## src/rtl/pipe_pkg.sv

```systemverilog
// Shared definitions for the pipelined MIPS CPU: data width, reset vector,
// the bubble instruction and the instruction-fetch state encoding.
package pipe_pkg;

  localparam int XLEN = 32;

  localparam logic [XLEN-1:0] RESET_PC_DEFAULT = 32'h0000_0000;

  // sll $0,$0,0 encodes as all zeros
  localparam logic [XLEN-1:0] NOP_INST = 32'h0000_0000;

  typedef enum logic {
    REQ  = 1'b0,
    HOLD = 1'b1
  } fetch_state_t;

endpackage

```

## src/rtl/if_fetch_stage_ifid_reg.sv

```systemverilog
// IF/ID pipeline register with a one-entry hold buffer. A word fetched while
// decode is stalled is parked here and released once the stall clears.
module ifid_reg
  import pipe_pkg::*;
#(
  parameter logic [XLEN-1:0] NOP_WORD = 32'h0000_0000
) (
  input  logic            clock,
  input  logic            reset,
  input  logic            load_fetch,
  input  logic [XLEN-1:0] fetch_inst,
  input  logic [XLEN-1:0] fetch_pc4,
  input  logic            park,
  input  logic            load_hold,
  input  logic            bubble,
  input  logic            clear_hold,
  output logic [XLEN-1:0] inst,
  output logic [XLEN-1:0] dpc4,
  output logic            dvalid
);

  logic [XLEN-1:0] hinst;
  logic [XLEN-1:0] hpc4;

  // Hold buffer: captures a fetched word that decode cannot take yet
  always_ff @(posedge clock) begin
    if (reset || clear_hold) begin
      hinst <= NOP_WORD;
      hpc4  <= '0;
    end else if (park) begin
      hinst <= fetch_inst;
      hpc4  <= fetch_pc4;
    end
  end

  // IF/ID register: new fetch, released hold word, bubble, or hold as-is
  always_ff @(posedge clock) begin
    if (reset) begin
      inst   <= NOP_WORD;
      dpc4   <= '0;
      dvalid <= 1'b0;
    end else if (load_fetch) begin
      inst   <= fetch_inst;
      dpc4   <= fetch_pc4;
      dvalid <= 1'b1;
    end else if (load_hold) begin
      inst   <= hinst;
      dpc4   <= hpc4;
      dvalid <= 1'b1;
    end else if (bubble) begin
      inst   <= NOP_WORD;
      dvalid <= 1'b0;
    end
  end

endmodule

```

## src/rtl/if_fetch_stage.sv

```systemverilog
// Instruction-fetch stage: owns the PC, the REQ/HOLD fetch FSM and the
// branch/jump redirect handling, and feeds the IF/ID register.
// Build option DELAY_SLOT_EN: keep the MIPS branch delay slot instead of
// squashing the word after a taken branch/jump.
module if_fetch_stage
  import pipe_pkg::*;
#(
  parameter logic [XLEN-1:0] RESET_PC = RESET_PC_DEFAULT,
  parameter logic [XLEN-1:0] NOP_INST = pipe_pkg::NOP_INST
) (
  input  logic            clock,
  input  logic            reset,
  input  logic            stall,
  input  logic            redirect,
  input  logic [XLEN-1:0] redirect_pc,
  output logic            imem_req,
  output logic [XLEN-1:0] imem_addr,
  input  logic            imem_rdy,
  input  logic [XLEN-1:0] imem_rdata,
  output logic [XLEN-1:0] pc,
  output logic [XLEN-1:0] inst,
  output logic [XLEN-1:0] dpc4,
  output logic            dvalid
);

  fetch_state_t    state;
  logic            accept;
  logic            redirect_q;
  logic            load_fetch;
  logic            park;
  logic            load_hold;
  logic            bubble;
  logic            clear_hold;
  logic [XLEN-1:0] pc_plus4;

  assign pc_plus4   = pc + XLEN'(4);
  assign accept     = (state == REQ) && imem_rdy;
  assign redirect_q = redirect && !stall;
  assign imem_req   = (state == REQ) && !reset;
  assign imem_addr  = pc;
  assign park       = accept && stall;

`ifdef DELAY_SLOT_EN
  logic            pend_valid;
  logic [XLEN-1:0] pend_pc;

  assign load_fetch = accept && !stall;
  assign load_hold  = (state == HOLD) && !stall;
  assign bubble     = !stall && (state == REQ) && !imem_rdy;
  assign clear_hold = 1'b0;

  // PC, fetch FSM and deferred redirect target while the delay slot is fetched
  always_ff @(posedge clock) begin
    if (reset) begin
      pc         <= RESET_PC;
      state      <= REQ;
      pend_valid <= 1'b0;
      pend_pc    <= '0;
    end else begin
      assert (!(redirect_q && pend_valid));
      if (redirect_q && (accept || state == HOLD)) begin
        pc <= redirect_pc;
      end else if (redirect_q) begin
        pend_valid <= 1'b1;
        pend_pc    <= redirect_pc;
      end else if (accept) begin
        pc         <= pend_valid ? pend_pc : pc_plus4;
        pend_valid <= 1'b0;
      end
      if (accept && stall) begin
        state <= HOLD;
      end else if (state == HOLD && !stall) begin
        state <= REQ;
      end
    end
  end
`else
  assign load_fetch = accept && !stall && !redirect_q;
  assign load_hold  = (state == HOLD) && !stall && !redirect_q;
  assign bubble     = !stall && (redirect_q || ((state == REQ) && !imem_rdy));
  assign clear_hold = redirect_q;

  // PC and fetch FSM; a redirect squashes whatever is in flight
  always_ff @(posedge clock) begin
    if (reset) begin
      pc    <= RESET_PC;
      state <= REQ;
    end else begin
      if (redirect_q) begin
        pc <= redirect_pc;
      end else if (accept) begin
        pc <= pc_plus4;
      end
      if (redirect_q) begin
        state <= REQ;
      end else if (accept && stall) begin
        state <= HOLD;
      end else if (state == HOLD && !stall) begin
        state <= REQ;
      end
    end
  end
`endif

  ifid_reg #(
    .NOP_WORD(NOP_INST)
  ) u_ifid (
    .clock     (clock),
    .reset     (reset),
    .load_fetch(load_fetch),
    .fetch_inst(imem_rdata),
    .fetch_pc4 (pc_plus4),
    .park      (park),
    .load_hold (load_hold),
    .bubble    (bubble),
    .clear_hold(clear_hold),
    .inst      (inst),
    .dpc4      (dpc4),
    .dvalid    (dvalid)
  );

endmodule

```

## config.mk

```make
export PLATFORM = sky130hd
export DESIGN_NAME = if_fetch_stage
export DESIGN_NICKNAME = d
export VERILOG_FILES = /design/src/rtl/pipe_pkg.sv /design/src/rtl/if_fetch_stage_ifid_reg.sv /design/src/rtl/if_fetch_stage.sv
export SDC_FILE = /design/constraint.sdc
export NUM_CORES = 1
export LEC_CHECK = 0
export ABC_AREA = 1
export CORE_MARGIN = 5
export CORE_UTILIZATION = 40
export DETAILED_ROUTE_END_ITERATION = 10
export GPL_TIMING_DRIVEN = 1
export PLACE_DENSITY = 0.67
export SLEW_MARGIN = 20
export SYNTH_ARGS = -nofsm -noshare
export SYNTH_HDL_FRONTEND = slang
export SYNTH_HIERARCHICAL = 1
export SYNTH_SLANG_ARGS = --single-unit
```

## constraint.sdc

```tcl
create_clock -name clock -period 2.2 [get_ports clock]
set_clock_uncertainty 0.05 [all_clocks]
set_input_delay 0.66 -clock clock [delete_from_list [all_inputs] [get_ports clock]]
set_output_delay 0.66 -clock clock [all_outputs]
set_load 0.05 [all_outputs]
```

==> flow_metrics.tcl <==
set metrics [dict create \
    totalNegativeSetupSlack_ns 0 \
    htree_levels 4 \
    synth_nets 1257 \
    setup_repair_after_global_routing_missed_its_margin "false" \
    ys_seq_area_share_pct 38.8 \
    clk_root_buffer_cell "sky130_fd_sc_hd__clkbuf_16" \
    category_of_the_most_critical_setup_path "in2reg" \
    grt_usage_pct 19.2 \
    timing.final.crit_period_ns 2.09 \
    dpl.hpwl_mm 16.1 \
    initial_antenna_violation_count 0 \
    slew_headroom_pct 53.9 \
    yosysUniqueCellTypes 30 \
    route.final.wire_length_mm 23.2 \
    num-nets-final 1418 \
    cap_viol_max_count 0 \
    tritoncts "done" \
    fp.dieW_um 155 \
    drt_drc_violations_left 0 \
    final.period_utilization_pct 95.0 \
    clock_sinks 162 \
    post_cts.repair.setup_buffers 0 \
    final_setup_violations 0 \
    path_max_fanout 25 \
    vertical_extent_of_the_die_um 155 \
    drtAntennaViolNets 0 \
    clk_path_buf_depth 2 \
    portBuffers 198 \
    cell_count_after_placement 1597 \
    number_of_top_level_pins 199 \
    fp-row-count 52 \
    timing.critical_path.required_ns 2.44 \
    area_used_by_multi_input_combinational_logic_mm2 0.00394 \
    total_leakage_power_nw 4.79 \
    place_worst_setup_slack_ns -0.670 \
    fp.coreArea_mm2 0.0204 \
    syn_avg_cell_area_um2 7.04 \
    routabilityCongestion 0.905 \
    clk_pin_slew_ns 0.06 \
    worstSetupEndpointType "flop" \
    design.die.area_mm2 0.0239 \
    max_transition_viols_final 0 \
    instances_no_fill 1630 \
    finalHoldViolations 0 \
    cts_hold_repair.buffers 0 \
    tightest_slew_ns 0.692 \
    initial_core_util_pct 40.9 \
    layout.filler_cells 2044 \
    vias_per_cell 4.70 \
    syn2layout_area_growth_pct 29.6 \
    drt-wirelength-per-cell_um 14.2 \
    worst_slack_ns 0.109 \
    max_freq_ghz 0.478 \
    numCtsBuffers 17 \
    cp_data_arrival_time_ns 2.33 \
    fin_util_pct 53.0 \
    grt_pass1_wl_mm 37.4 \
    power_density_mw_per_mm2 700 \
    insertion_delay_ns 0.43 \
    antenna_cells_inserted 0 \
    globalRoute.totalOverflow 0 \
    first_global_vias 7255 \
    outcome "completed" \
    hold-worst-slack_ns 0.415 \
    dr.first_iter.drc_count 353 \
    final-seq-area_mm2 0.00324 \
    layout-drive-gt1-share_pct 22.1 \
    firstDrtPassIters 4 \
    worst_hold_path_type "reg2reg" \
    synth.cell_area_mm2 0.00836 \
    ys_seq_elements 162 \
    synth_cells 1187 \
    yosys_warnings 6 \
    vias 7655 \
    timing.critical_path.from_type "input port" \
    pin_count_of_the_biggest_net_entering_global_routing 50 \
    max-vdd-ir-drop_v 0.000488 \
]
==> synthesized netlist by cell type <==
| master | instances | share of area (%) |
|---|---|---|
| sky130_fd_sc_hd__buf_6 | 7 | 0.94 |
| sky130_fd_sc_hd__xor2_2 | 5 | 0.97 |
| sky130_fd_sc_hd__nand2_1 | 335 | 15 |
| sky130_fd_sc_hd__xor2_1 | 5 | 0.52 |
| sky130_fd_sc_hd__nor3_1 | 35 | 2.1 |
| sky130_fd_sc_hd__a31oi_1 | 8 | 0.60 |
| sky130_fd_sc_hd__nor2_2 | 6 | 0.45 |
| sky130_fd_sc_hd__inv_1 | 143 | 6.4 |
| sky130_fd_sc_hd__inv_2 | 4 | 0.18 |
| sky130_fd_sc_hd__nand2_2 | 3 | 0.22 |
| sky130_fd_sc_hd__nor2_1 | 79 | 3.5 |
| sky130_fd_sc_hd__clkbuf_1 | 13 | 0.58 |
| sky130_fd_sc_hd__nand3_2 | 29 | 3.5 |
| sky130_fd_sc_hd__dfxtp_1 | 162 | 39 |
| sky130_fd_sc_hd__xnor2_1 | 5 | 0.52 |
| sky130_fd_sc_hd__a22o_1 | 8 | 0.84 |
| sky130_fd_sc_hd__nor2_4 | 8 | 1.1 |
| sky130_fd_sc_hd__buf_4 | 39 | 3.5 |
| sky130_fd_sc_hd__nor2_8 | 1 | 0.24 |
| sky130_fd_sc_hd__and2_1 | 4 | 0.30 |
| sky130_fd_sc_hd__a21oi_2 | 39 | 4.1 |
| sky130_fd_sc_hd__o21ai_1 | 8 | 0.48 |
| sky130_fd_sc_hd__nand2_4 | 1 | 0.13 |
| sky130_fd_sc_hd__buf_8 | 4 | 0.72 |
| sky130_fd_sc_hd__ha_1 | 1 | 0.15 |
| sky130_fd_sc_hd__o21ai_0 | 69 | 4.1 |
| sky130_fd_sc_hd__a21oi_1 | 105 | 6.3 |
| sky130_fd_sc_hd__buf_2 | 40 | 2.4 |
| sky130_fd_sc_hd__nand3_1 | 20 | 1.2 |
| sky130_fd_sc_hd__a31o_2 | 1 | 0.10 |
==> area by class of cell <==
type | count | share of cell area, %
clock buffer | 22 | 4.47
clock inverter | 9 | 0.751
inverter | 147 | 5.09
multi-input combinational | 777 | 36.4
sequential | 162 | 29.9
tap | 270 | 3.12
timing repair buffer | 243 | 20.3
==> per-stage QoR <==
step | area (um2) | total power [mW]
global route | 10800 | 7.90
CTS | 10800 | 7.65
detailed placement | 10200 | 4.78
floorplan | 8360 | 4.27
finish | 10800 | 7.58
global placement | 10200 | 4.76
==> metal layers <==
metal | track usage [%] | vias to the layer above | wire (um) | part of all wire [%]
met1 | 26.8 | 3383 | 11000 | 47
met2 | 29.7 | 229 | 10400 | 45
met4 | 5.76 | 0 | 385 | 1.7
li1 | - | 4015 | - | -
met3 | 4.14 | 28 | 1420 | 6.1
met5 | 0 | - | 0 | 0
==> worst max-delay path, cell delays in order <==
cell and delay, ns:
sky130_fd_sc_hd__clkdlybuf4s50_1 0.51, sky130_fd_sc_hd__nand2_1 0.10, sky130_fd_sc_hd__nor3_2 0.18, sky130_fd_sc_hd__buf_12 0.17, sky130_fd_sc_hd__buf_4 0.19, sky130_fd_sc_hd__buf_6 0.26, sky130_fd_sc_hd__nand2_1 0.08, sky130_fd_sc_hd__nand2_1 0.09
sky130_fd_sc_hd__a21oi_2 0.05
==> worst paths after layout <==
check                                    from               to  slack (ns)  cells after the start
worst max-delay path                 imem_rdy  u_ifid/inst[28]        0.11                      9
worst min-delay path            u_ifid/dvalid    u_ifid/dvalid        0.42                      2
worst max register to register   imem_addr[2]  u_ifid/dpc4[22]        0.21                     11
worst min register to register  u_ifid/dvalid    u_ifid/dvalid        0.42                      2
==> state kept, by name (all words and copies together) (netlist names) <==
name / cells
u_ifid/inst: 32
u_ifid/hinst: 32
state: 1
u_ifid/dvalid: 1
imem_addr: 32
u_ifid/dpc4: 32
u_ifid/hpc4: 32
==> what timing repair did <==
| item | CTS | global route |
|---|---|---|
| cloned | 2 | 0 |
| setup endpoints to repair | 74 | 64 |
| pin swaps | 2 | 0 |
| resized for setup | 11 | 8 |
==> cells by family (layout without fill, tap and decap cells) <==
group                      Yosys count  after routing  share of synthesized area [%]
and+or+nand+nor                    521            523                           27.8
buffers and inverters              250            421                           14.7
adders and majority gates            1              1                          0.150
AOI/OAI and AO/OA                  238            238                           16.5
DFF                                162            162                           38.8
xor gates and xnor gates            15             15                           2.02
==> power by group <==
group / internal [mW] / total [mW] / switching (mW)
sequential: 3.09 / 3.21 / 0.119
clock: 1.66 / 2.87 / 1.20
combinational: 0.525 / 1.50 / 0.979
total: 5.28 / 7.58 / 2.30
==> layout by cell type, fill, tap and decap left out, drive strengths merged, types with 3 or more instances in the layout <==
cell type / instances
a31oi: 8
dlygate4sd2: 9
nor3: 35
xnor2: 5
inv: 147
clkdlybuf4s50: 66
buf: 167
clkbuf: 22
nor2: 96
clkinvlp: 3
xor2: 10
clkinv: 5
dfxtp: 162
a22o: 8
o21ai: 77
nand3: 49
nand2: 339
and2: 4
a21oi: 144
Note: power is estimated with default switching activity, not from simulation.
